==> src/rtl/fetch_issue_buffer.sv <==
// fetch_issue_buffer: dual-issue instruction queue between fetch and decode with pair-hazard gating
// Ports: clk/rst_n (async active-low); flush clears the queue; StallD blocks pops;
// ValidF1/ValidF2, InstrF1/InstrF2, PCF1/PCF2 are the fetch pair (slot 2 younger); ReadyF
// means two free entries; ValidD*/InstrD*/PCD* are the two oldest entries; Count is occupancy.
module fetch_issue_buffer #(
  parameter int DEPTH = 8,
  parameter logic [31:0] NOP = 32'h00000013
) (
  input  logic clk,
  input  logic rst_n,
  input  logic flush,
  input  logic StallD,
  input  logic ValidF1,
  input  logic ValidF2,
  input  logic [31:0] InstrF1,
  input  logic [31:0] InstrF2,
  input  logic [31:0] PCF1,
  input  logic [31:0] PCF2,
  output logic ReadyF,
  output logic ValidD1,
  output logic ValidD2,
  output logic [31:0] InstrD1,
  output logic [31:0] InstrD2,
  output logic [31:0] PCD1,
  output logic [31:0] PCD2,
  output logic [$clog2(DEPTH):0] Count
);
  localparam int AW = $clog2(DEPTH);
  localparam int CW = AW + 1;
  logic [31:0] instr_q [DEPTH];
  logic [31:0] pc_q [DEPTH];
  logic [AW-1:0] head, tail, hb;
  logic [31:0] a, b;
  logic w1, w2, a_wr_rd, raw, mem, ctl;
  logic [1:0] pushes, pops;
  assign hb = head + 1'b1;
  assign a = instr_q[head];
  assign b = instr_q[hb];
  // Credit only the registered occupancy so ReadyF never depends on decode stall timing.
  assign ReadyF = Count <= CW'(DEPTH - 2);
  assign w1 = ReadyF && !flush && ValidF1;
  assign w2 = ReadyF && !flush && ValidF2;
  assign pushes = {1'b0, w1} + {1'b0, w2};
  // Register-source match is checked on both rs fields whatever B's format, so it may over-split.
  assign a_wr_rd = a[6:0] != 7'b0100011 && a[6:0] != 7'b1100011 && a[11:7] != 5'd0;
  assign raw = a_wr_rd && (a[11:7] == b[19:15] || a[11:7] == b[24:20]);
  assign mem = (a[6:0] == 7'b0000011 || a[6:0] == 7'b0100011) && (b[6:0] == 7'b0000011 || b[6:0] == 7'b0100011);
  assign ctl = a[6:0] == 7'b1100011 || a[6:0] == 7'b1101111 || a[6:0] == 7'b1100111;
  always_comb begin
    ValidD1 = Count != '0;
    ValidD2 = Count >= CW'(2) && !(raw || mem || ctl);
    InstrD1 = ValidD1 ? a : NOP;
    InstrD2 = ValidD2 ? b : NOP;
    PCD1 = ValidD1 ? pc_q[head] : 32'd0;
    PCD2 = ValidD2 ? pc_q[hb] : 32'd0;
    pops = (StallD || flush) ? 2'd0 : {1'b0, ValidD1} + {1'b0, ValidD2};
  end
  always_ff @(posedge clk) begin
    if (w1) begin
      instr_q[tail] <= InstrF1;
      pc_q[tail] <= PCF1;
    end
    if (w2) begin
      instr_q[tail + AW'(w1)] <= InstrF2;
      pc_q[tail + AW'(w1)] <= PCF2;
    end
  end
  always_ff @(posedge clk or negedge rst_n) begin
    if (!rst_n) begin
      head <= '0;
      tail <= '0;
      Count <= '0;
    end else if (flush) begin
      head <= '0;
      tail <= '0;
      Count <= '0;
    end else begin
      head <= head + AW'(pops);
      tail <= tail + AW'(pushes);
      Count <= Count + CW'(pushes) - CW'(pops);
    end
  end
endmodule
==> config.mk <==
export PLATFORM = sky130hd
export DESIGN_NAME = fetch_issue_buffer
export DESIGN_NICKNAME = d
export VERILOG_FILES = /design/src/rtl/fetch_issue_buffer.sv
export SDC_FILE = /design/constraint.sdc
export NUM_CORES = 1
export LEC_CHECK = 0
export BUFFER_PORTS_ARGS = -buffer_cell sky130_fd_sc_hd__buf_2
export CAP_MARGIN = 30
export CELL_PAD_IN_SITES_DETAIL_PLACEMENT = 0
export CELL_PAD_IN_SITES_GLOBAL_PLACEMENT = 2
export CORE_MARGIN = 1.5
export CORE_UTILIZATION = 48
export DETAILED_ROUTE_END_ITERATION = 10
export PLACE_DENSITY_LB_ADDON = 0.25
export SLEW_MARGIN = 10
export SYNTH_ARGS = -nofsm -noshare
export SYNTH_HDL_FRONTEND = slang
export SYNTH_SLANG_ARGS = --single-unit
==> constraint.sdc <==
create_clock -name clk -period 9.45 [get_ports clk]
set_input_delay 1.4175 -clock clk [delete_from_list [all_inputs] [get_ports clk]]
set_output_delay 1.4175 -clock clk [all_outputs]
set_load 0.05 [all_outputs]
After elaboration in Yosys (flattened, before gate mapping)
Memories as Yosys holds them, arrays and structs flattened.
Index checks and enable logic that the tools add are counted.
{ "totals": {"reg_bits": 10, "mem_bits_rw": 512, "output_inout_bits": 135, "memories": 2} }
{ "classes": {"add_sub_neg": 8, "magnitude_cmp": 2, "eq_ne": 11, "muxes": 12, "reduce_logical": 20} }
{ "mem_list": {"columns": ["name", "words", "width", "rd", "rd_clocked_by_memory_dff", "write_ports", "line_no", "text"], "rows": [
  ["instr_q", 8, 32, 2, 0, 2, "30", "logic [31:0] instr_q [DEPTH];"],
  ["pc_q", 8, 32, 2, 0, 2, "31", "logic [31:0] pc_q [DEPTH];"]
]} }
{ "ops": {"columns": ["operator", "n"], "rows": [
  ["2-to-1 mux 32 bit", 4],
  ["== test 7 bit (second input constant)", 3],
  ["== test 7 x 2 -> 1 bit (second input constant)", 2],
  ["== test 7 x 6 -> 1 bit (second input constant)", 2],
  ["== test 5 bit", 2],
  ["logical AND 1 bit", 8],
  ["logical OR 1 bit", 8],
  ["!= test 7 x 6 -> 1 bit (second input constant)", 1],
  ["!= test 7 bit (second input constant)", 1],
  ["adder 3 x 2 -> 3 bit", 2],
  ["2-to-1 mux 3 bit", 2],
  ["nonzero test 5 bit", 1],
  ["adder 1 x 1 -> 2 bit", 2],
  ["adder 4 x 2 -> 4 bit", 1],
  [">= comparator 4 x 2 -> 1 bit (second input constant)", 1],
  ["<= comparator 4 x 3 -> 1 bit (second input constant)", 1],
  ["2-to-1 mux 1 bit", 4],
  ["2-to-1 mux 4 bit", 1],
  ["nonzero test 4 bit", 1],
  ["subtractor 4 x 2 -> 4 bit", 1],
  ["adder 3 x 1 -> 3 bit", 1],
  ["adder 3 x 1 -> 3 bit (second input constant)", 1],
  ["logical NOT 1 bit", 2],
  ["2-to-1 mux 2 bit", 1]
]} }

Longest topological paths before layout
Gate-level depths: netlist of the first run.
An unclocked memory read counts as a cell.
{ "depth": {"depth_word": 13, "ltp_mapped": 22, "depth_no_buf": 19} }

Least setup slack after synthesis of the first run
OpenSTA, ideal clock, no wires.
{ "synth_path": {"kind": "register -> register", "from": "reg Count[3]", "to": "mem instr_q[3][0], enable pin", "arrival_time_ps": 6977, "t_required_ps": 8876, "slack_ps": 1898, "path_stages_with_launch": 9, "n_path_buf": 0, "period_less_slack_ps": 7552, "path_cell_list": "dfrtp_1 > inv_1 > ha_1 > nand2_1 > mux2i_1 > nor2b_1 > and2_1 > nand2b_1 > o21ai_0"} }
{ "synth_rtl": {"columns": ["item", "line_no", "text"], "rows": [
  ["from (decl)", "26", "output logic [$clog2(DEPTH):0] Count"],
  ["from (signal assigned)", "80", "Count <= Count + CW'(pushes) - CW'(pops);"],
  ["to (decl)", "30", null]
]} }

Worst setup path after layout of the first run
{ "layout_path": {"from": "reg head[1]", "to": "out InstrD2[1]"} }
{ "layout_between": {"elab_chain_cells": 10, "elab_cells_between_ends": 28} }
{ "layout_rtl": {"columns": ["item", "line_no", "text"], "rows": [
  ["from (decl)", "32", "logic [AW-1:0] head, tail, hb;"],
  ["from (signal assigned)", "78", "head <= head + AW'(pops);"],
  ["adder 3 x 1 -> 3 bit / memory read (8 x 32 bit) (equally long branches)", null, null],
  ["memory read (8 x 32 bit) *", null, null],
  ["== test 7 x 2 -> 1 bit (tied with other cells)", "47", "assign mem = (a[6:0] == 7'b0000011 || a[6:0] == 7'b0100011) && (b[6:0] == 7'b0000011 || b[6:0] == 7'b0100011);"],
  ["logical OR 1 bit (tied with other cells)", "47", null],
  ["logical AND 1 bit, on equally long branches", "47, 46", null],
  ["logical OR 1 bit (2 in series)", "51", "ValidD2 = Count >= CW'(2) && !(raw || mem || ctl);"],
  ["logical NOT 1 bit", "51", null],
  ["logical AND 1 bit", "51", null],
  ["2-to-1 mux 32 bit *", "53", "InstrD2 = ValidD2 ? b : NOP;"],
  ["to (decl)", "23", "output logic [31:0] InstrD2,"]
]} }
Every way passes the cells marked *; elsewhere a longest branch is shown, timed or not.

==> results.toml, run 1 <==
[run_status]
outcome = "completed"

[critical_path]
critPathMostFrequentCell = "buf_4"
crit_buf_inv = 4
cp.required_ps = 8030
path_class = "reg -> out"
worstPathCellList = "ha_4 -> buf_4 -> mux4_2 -> mux2i_1 -> xor2_1 -> nor2_1 -> a22oi_2 -> o211ai_4 -> buf_4 -> inv_2 -> o21ai_0 -> buf_2"
slowest_delay_ps = 1050
end_kind = "primary output"
critical-path-slowest-cell = "dfrtp_4"
worst_setup_path_start_kind = "flip-flop"
crit_family = "buffers and inverters"
crit_fanout = 48
cp.arrival_ps = 5810

[finish]
nets = 2280
syn_to_final_growth_pct = 13.6
fill_cells = 5108
stdcell_area_um2 = 35100
final_common_cell = "mux2_2"
drive_above_1_share = 0.573
final_cell_mix = "mux2_2 (516), edfxtp_1 (512), buf_2 (268)"

[place]
gp_congestion = 0.798
dp_slack_ps = 2740
io_buffer_count = 268
placed_cell_area_um2 = 33200
dp_hpwl_mm = 54.2

[cts]
numCtsBuffers = 59
cts.clk_slew.worst_paths_ps = 60
post_cts.repair.setup_buffers = 0
clock_path_buffers = 3
holdBufCountCts = 0
clock-sinks = 522
htree_levels = 2
cts_resized = 0
clockRootBuffer = "clkbuf_16"
clk_latency_ps = 650
cts_tree = "built"

[synthesis]
synth_seq_cells = 522
synth_top_area_frac = 0.497
synth_edf_count = 512
syn_nets = 2060
synth_simple_gate_area_frac = 0.0401
netlist_instances = 1909
synth_area_leaders = "edfxtp_1 (50%), mux2_2 (19%), mux4_2 (18%)"
ys_types = 45
yosys.area.top_type = "edfxtp_1"
yosysSeqAreaShare = 0.505
synth_mux_area_frac = 0.397
synth_xor_area_frac = 0.00534
syn-cell-area_um2 = 30900
synthFlopType = "edfxtp_1"
synth_top_family_by_area = "multiplexers"
yosys.area_share.adder = 0.00785
synth_compound_area_frac = 0.0175
yosysWarnings = 0
synthArstFlopShare = 0.0192
avgSynthCellArea_um2 = 16.2

[global_routing]
grt_pass1_vias = 20100
grt_pass1_wl_mm = 134
antenna_found_initial = 21
track_usage = 0.276
overflow = 0
grt_max_degree = 139

[die]
core_area_um2 = 63400
die_h_um = 257
die-area_um2 = 66000
die_width_um = 257
initial_utilization = 0.488
ios = 269
fp-row-count = 92

[timing]
fin_crit_ps = 7230
fmax_mhz = 138
final-hold-violation-count = 0
whs_ps = 652
setup-violations-final = 0
drv_slew = 0
fin_skew_ps = 22.2
min_period_over_period = 0.765
tns_ps = 0
rsz0062_at_grt = "false"
fin_ws_ps = 2220
relSlewSlack = 0.318
tightestPinTransition_ps = 1020

[pwr]
p_leak_nw = 11.6
power-per-cell-area_nw_per_um2 = 321
ir_worst_vdd_mv = 0.329

[flow_run]
drv_cap = 0

[drt]
drtAntennaViolNets = 0
via_per_inst = 6.33
totalWireLength_mm = 91.3
drt_first_pass_iters = 5
vias = 19200
post_drt_wl_per_cell_um = 30.1
drc = 0
first_iter_violations = 1700

[min_path]
min_path_type = "in -> async"
==> state kept, by name, summed over array words and instances (netlist names) <==
| signal | cells |
|---|---|
| Count | 4 |
| pc_q | 256 |
| head | 3 |
| instr_q | 256 |
| tail | 3 |
==> final cells by class <==
| cell class | instances | area [um2] | area share |
|---|---|---|---|
| Multi-Input combinational cell | 1219 | 14700 | 0.417 |
| Inverter | 15 | 56.3 | 0.00160 |
| Clock buffer | 77 | 1580 | 0.0449 |
| Sequential cell | 522 | 15600 | 0.445 |
| Tap cell | 846 | 1060 | 0.0301 |
| Antenna cell | 11 | 27.5 | 0.000784 |
| Clock inverter | 31 | 258 | 0.00734 |
| Timing Repair Buffer | 312 | 1850 | 0.0527 |
==> cells in the mapped netlist, types with 2 or more instances <==
cell type  count
nor3b_1       17
mux2i_4        3
or2_2          2
buf_4          4
nor2_2        12
nor2b_1        7
dfrtp_1       10
a21oi_2       48
ha_1          13
and3_1         3
buf_1         16
nand4_1        5
o21ai_0        7
and2_1         5
nand2_1      111
nor2_1        79
nand2b_1       3
clkbuf_1      57
edfxtp_1     512
fa_1           4
inv_1         14
mux2_2       516
nor4bb_1       2
xnor2_1        4
o21bai_1       2
nand3_1        3
buf_6         11
nor3_1        11
nand3b_1       8
a21oi_1        3
mux4_2       248
xor2_1        13
buf_2         64
mux2i_1       81
==> worst register-to-register path, cell delays in order, from the launching register on <==
cell	delay, ps
dfrtp_4	1050
ha_4	740
buf_4	590
mux4_2	580
mux2i_1	500
xor2_1	130
nor2_1	140
a22oi_2	120
o211ai_4	210
buf_4	480
inv_2	230
ha_1	260
nand2_1	90
inv_1	60
fa_1	500
inv_1	70
ha_1	280
a21o_1	150
a21oi_1	170
xnor2_1	140
nor2_1	50
==> stage by stage <==
step / cells / power, W / util
after floorplan: 1909 / 0.00764 / -
after global placement: 2904 / 0.00906 / 0.521
after detailed placement: 2910 / 0.00910 / 0.523
after CTS: 3018 / 0.0113 / 0.552
after global routing: 3030 / 0.0117 / 0.554
final: 3033 / 0.0113 / 0.554
==> routing by layer <==
layer  part of all wire  vias up  wire (um)  GRT usage
li1                   -     8144          -          -
met5             0.0013        -        123          0
met2               0.50      714      45300      0.461
met3              0.066      178       6020     0.0478
met1               0.41    10200      37100      0.365
met4              0.030       20       2750     0.0933
==> report_power, final <==
part           switching (W)  leakage (nW)  internal (W)
registers           0.000153          4.77       0.00275
clock network       0.000953         0.901       0.00127
logic                0.00407          5.98       0.00207
total                0.00518          11.6       0.00609
==> cell families (layout without fill, tap and decap cells) <==
family	count (synthesis)	in the layout
muxes	849	849
DFF	522	522
and+or+nand+nor	270	270
buffers and inverters	168	435
AOI/OAI and AO/OA	65	65
xor gates and xnor gates	18	18
adders and majority gates	17	17
other	0	11
==> final timing paths <==
path | from | endpoint | slack, ps | cells after the start
setup / recovery | head[1] | InstrD2[1] | 2220 | 12
hold / removal | rst_n | head[2] | 650 | 1
setup reg to reg | head[1] | Count[3] | 2810 | 20
hold reg to reg | tail[2] | tail[2] | 650 | 2
max in group asynchronous | rst_n | head[1] | 8570 | 1
min in group clk | tail[2] | tail[2] | 650 | 2
Note: power is estimated with default switching activity, not from simulation.
==> run 2: changes to the inputs <==
CORE_UTILIZATION = 41   (was 48)
clock period = 6.6 ns   (was 9.45 ns; I/O delays follow)
==> run 2 against run 1 <==
Largest power group unchanged. Highest routed layer unchanged. Total power increased by 45%. Clock-buffer cell count decreased by 6. Via count decreased by 0.33%. Non-clock buffer count unchanged. Critical endpoint is now PCD2[31]. Largest cell class unchanged.
==> results.toml, run 2 (synthesis results as in run 1) <==
[run_status]
outcome = "completed"

[timing]
setup-violations-final = 0
rsz0062_at_grt = "false"
tightestPinTransition_ps = 1050
final-hold-violation-count = 0
fin_crit_ps = 5720
min_period_over_period = 0.867
drv_slew = 0
relSlewSlack = 0.299
fin_ws_ps = 877
fmax_mhz = 175
fin_skew_ps = 11.5

[place]
dp_cells = 3035
gp_congestion = 0.781
dp_hpwl_mm = 55.5
placed_cell_area_um2 = 33400
io_buffer_count = 268
dp_slack_ps = 1540

[finish]
final_common_cell = "mux2_2"
finalNonFillerCells = 3150
fin_util = 0.473
nets = 2280
syn_to_final_growth_pct = 14.2
stdcell_area_um2 = 35300
reg_top3 = "instr_q (256), pc_q (256), Count (4)"
drive_above_1_share = 0.574
final_cell_mix = "mux2_2 (516), edfxtp_1 (512), buf_2 (268)"

[die]
die_h_um = 278
die-area_um2 = 77100
initial_utilization = 0.415
die_width_um = 278
fp-row-count = 100
core_area_um2 = 74600
ios = 269

[flow_run]
drv_cap = 0

[global_routing]
grt_pass1_wl_mm = 140
antenna_found_initial = 21
grt_pass1_vias = 20300
grt_max_degree = 166
overflow = 0
track_usage = 0.249

[cts]
post_cts.repair.setup_buffers = 0
clockRootBuffer = "clkbuf_16"
cts.clk_slew.worst_paths_ps = 60
cts_tree = "built"
clock-sinks = 522
holdBufCountCts = 0
htree_levels = 2
numCtsBuffers = 59
cts_resized = 0
clk_latency_ps = 630
clock_path_buffers = 3

[critical_path]
critical-path-slowest-cell = "buf_12"
crit_fanout = 165
worst_setup_path_start_kind = "flip-flop"
end_kind = "primary output"
path_class = "reg -> out"
worstPathCellList = "buf_12 -> mux4_2 -> mux2i_1 -> xor2_1 -> nor3_1 -> a22oi_2 -> o211ai_4 -> buf_12 -> a21oi_1 -> buf_2"
cp.required_ps = 5610
cp.arrival_ps = 4730
slowest_delay_ps = 710
critPathMostFrequentCell = "buf_12"

[pwr]
ir_worst_vdd_mv = 0.469
power.total_w = 0.0163
p_leak_nw = 11.6
power-per-cell-area_nw_per_um2 = 463

[drt]
post_drt_wl_per_cell_um = 30.7
drc = 0
via_per_inst = 6.08
totalWireLength_mm = 96.7
drt_first_pass_iters = 5
vias = 19100
first_iter_violations = 1649
drtAntennaViolNets = 0

[min_path]
min_path_type = "in -> async"
## run 2: cell types whose count changed in the layout (fill, tap and decap cells not counted), moves of 2 or more
cell	change
clkbuf_1	-8
bufinv_16	+2
buf_12	+4
nand2_4	-2
clkinv_1	+4
buf_16	-3
diode_2	-4
clkinv_2	-2
nand2_8	+2
clkbuf_8	+3
## run 2: worst max-delay path, delay by kind of cell, from the launching register on
family,cells,cell delay [ps]
simple gates,1,260
compound gates,3,580
buf+inv,3,1460
flops,1,450
mux,2,1110
xor+xnor,1,160
## run 2: path summary, 6_finish.rpt
check                             start  slack [ps]  depth (start not counted)       end
worst min-delay path              rst_n         230                          1   head[1]
worst max register to register  head[0]        1510                         18  Count[3]
worst max-delay path            head[0]         880                         10  PCD2[31]
worst min register to register  tail[2]         660                          2   tail[2]
min in group clk                tail[2]         660                          2   tail[2]
max in group asynchronous         rst_n        6120                          1   head[2]
## run 2: area by class of cell
| type | instances | area, um2 |
|---|---|---|
| Antenna cell | 7 | 17.5 |
| Clock buffer | 71 | 1560 |
| Clock inverter | 35 | 314 |
| Fill cell | 6542 | 39300 |
| Inverter | 15 | 56.3 |
| Multi-Input combinational cell | 1219 | 14700 |
| Sequential cell | 522 | 15600 |
| Tap cell | 969 | 1210 |
| Timing Repair Buffer | 312 | 1830 |
## run 2: metal layers
layer  routed length [um]  vias to the layer above  global-route usage
met3                 5820                      144              0.0449
met2                49100                      613               0.432
met5                  110                        -                   0
met4                 2330                       16              0.0691
met1                39400                    10200               0.321
li1                     -                     8145                   -
## run 2: power breakdown
group / internal (W) / switching (W)
clock network: 0.00190 / 0.00137
logic: 0.00301 / 0.00602
registers: 0.00394 / 0.000115
total: 0.00884 / 0.00751
## run 2: through the flow
step | hold WS, ps | setup TNS, ps
2_1_floorplan | 584 | -182340
3_3_place_gp | 629 | 0
3_5_place_dp | 630 | 0
4_1_cts | 202 | 0
5_1_grt | 237 | 0
6_report | 235 | 0
==> run 3: changes to the inputs <==
ABC_CLOCK_PERIOD_IN_PS = 6600   (was default)
GPL_TIMING_DRIVEN = 0   (was default)
==> run 3 against run 2 <==
Clock-buffer cell count rose by 6. Largest power group unchanged. Die area stayed put. Routed wire length increased by 8.6%. Non-clock buffer count up 162. Register-to-register slack worse by 770 ps.
==> results.toml, run 3 (synthesis results as in run 1) <==
[run_status]
outcome = "completed"

[critical_path]
r2r_cells = 20
r2r_start = "head[0]"
worstPathCellList = "ha_1 -> buf_4 -> buf_2 -> mux4_2 -> mux2i_1 -> xor2_1 -> nor3_1 -> a22oi_2 -> o211ai_4 -> inv_2 -> o21ai_0 -> buf_2"
cp.arrival_ps = 5190
cp.required_ps = 5610
crit_start = "head[0]"
slowest_delay_ps = 700
r2r_setup_slack_ps = 740
critical-path-slowest-cell = "o211ai_4"
reg2reg_to = "Count[3]"
path_class = "reg -> out"
crit_fanout = 10
critPathMostFrequentCell = "buf_2"
worst_setup_path_start_kind = "flip-flop"
end_kind = "primary output"

[cts]
cts_tree = "built"
post_cts.repair.setup_buffers = 0
numCtsBuffers = 59
holdBufCountCts = 0
clockRootBuffer = "clkbuf_16"
htree_levels = 2
clock-sinks = 522
clock_path_buffers = 3
cts_resized = 0
clk_latency_ps = 630
cts.clk_slew.worst_paths_ps = 60

[timing]
fin_crit_ps = 6180
relSlewSlack = 0.292
rsz0062_at_grt = "false"
tightestPinTransition_ps = 1060
final-hold-violation-count = 0
min_period_over_period = 0.936
drv_slew = 0
fmax_mhz = 162
fin_skew_ps = 11.6
setup-violations-final = 0

[drt]
drc = 0
drtAntennaViolNets = 0
first_iter_violations = 1976
via_per_inst = 6.06
drt_first_pass_iters = 5
post_drt_wl_per_cell_um = 31.7
totalWireLength_mm = 105
vias = 20100

[die]
fp-row-count = 100
die_h_um = 278
die_width_um = 278
initial_utilization = 0.415
ios = 269
core_area_um2 = 74600
die-area_um2 = 77100

[global_routing]
grt_max_degree = 37
grt_pass1_wl_mm = 149
antenna_found_initial = 21
overflow = 0
grt_pass1_vias = 21000
track_usage = 0.271

[finish]
drive_above_1_share = 0.564
finalNonFillerCells = 3316
reg_top3 = "instr_q (256), pc_q (256), Count (4)"
fill_cells = 6483
nets = 2442
final_common_cell = "mux2_2"
final_cell_mix = "mux2_2 (516), edfxtp_1 (512), buf_2 (332)"
syn_to_final_growth_pct = 17.6
fin_util = 0.488

[pwr]
p_leak_nw = 12.3
ir_worst_vdd_mv = 0.358
power-per-cell-area_nw_per_um2 = 464

[place]
dp_hpwl_mm = 71.8
dp_cells = 3191
io_buffer_count = 268
gp_congestion = 0.843

[flow_run]
drv_cap = 0

[min_path]
min_path_type = "in -> async"
-- run 3: changes by cell type in the layout (fill, tap and decap cells not counted), sizes merged --
cell	change
buf	+105
bufinv	-2
diode	+1
clkinv	-1
clkbuf	+63
-- run 3: worst max-delay path by stage --
stage	end	depth (start not counted)
after CTS	InstrD2[1]	12
after floorplan	instr_q[3][0]	8
after global routing	InstrD2[1]	12
after detailed placement	Count[3]	20
after global placement	instr_q[3][18]	5
final	InstrD2[0]	12
-- run 3: worst max-delay path: cells and delay by family, from the launching register on --
family | cells | cell delay (ps)
AND/OR/NAND/NOR | 1 | 290
XOR/XNOR | 1 | 150
multiplexers | 2 | 950
flip-flops | 1 | 490
adder cells (fa/ha/maj) | 1 | 330
buffers and inverters | 4 | 1180
AO/OA/AOI/OAI | 3 | 1140
-- run 3: metal layers --
metal / up-vias / share of wire / track usage
li1: 8482 / - / -
met1: 10600 / 0.40 / 0.355
met2: 827 / 0.50 / 0.455
met3: 185 / 0.071 / 0.0543
met4: 22 / 0.026 / 0.0808
met5: - / 0.0013 / 0
-- run 3: stage by stage --
step / setup slack (ps) / hold slack (ps) / TNS, ps / instance area [um2] / power [W]
after global placement: -7070 / 635 / -1849270 / 33500 / 0.0137
after global routing: 391 / 211 / 0 / 36300 / 0.0175
final: 420 / 222 / 0 / 36400 / 0.0169
after CTS: 451 / 202 / 0 / 36200 / 0.0170
after detailed placement: 746 / 653 / 0 / 34400 / 0.0138
after floorplan: -952 / 584 / -182340 / 30900 / 0.0109
-- run 3: layout make-up --
type,count,area (um2),share of cell area
timing repair buffer,321,2310,0.0635
antenna,8,20.0,0.000551
clock inverter,32,259,0.00712
sequential,522,15600,0.430
clock buffer,77,1570,0.0430
buffer,153,763,0.0210
multi-input combinational,1219,14600,0.400
inverter,15,56.3,0.00155
tap,969,1210,0.0333
-- run 3: power breakdown --
part           leakage, nW  total, W  switching (W)  internal [W]
Combinational         6.63   0.00964        0.00647       0.00318
Clock                0.890   0.00319        0.00138       0.00181
Sequential            4.77   0.00405       0.000115       0.00393
Total                 12.3    0.0169        0.00796       0.00892
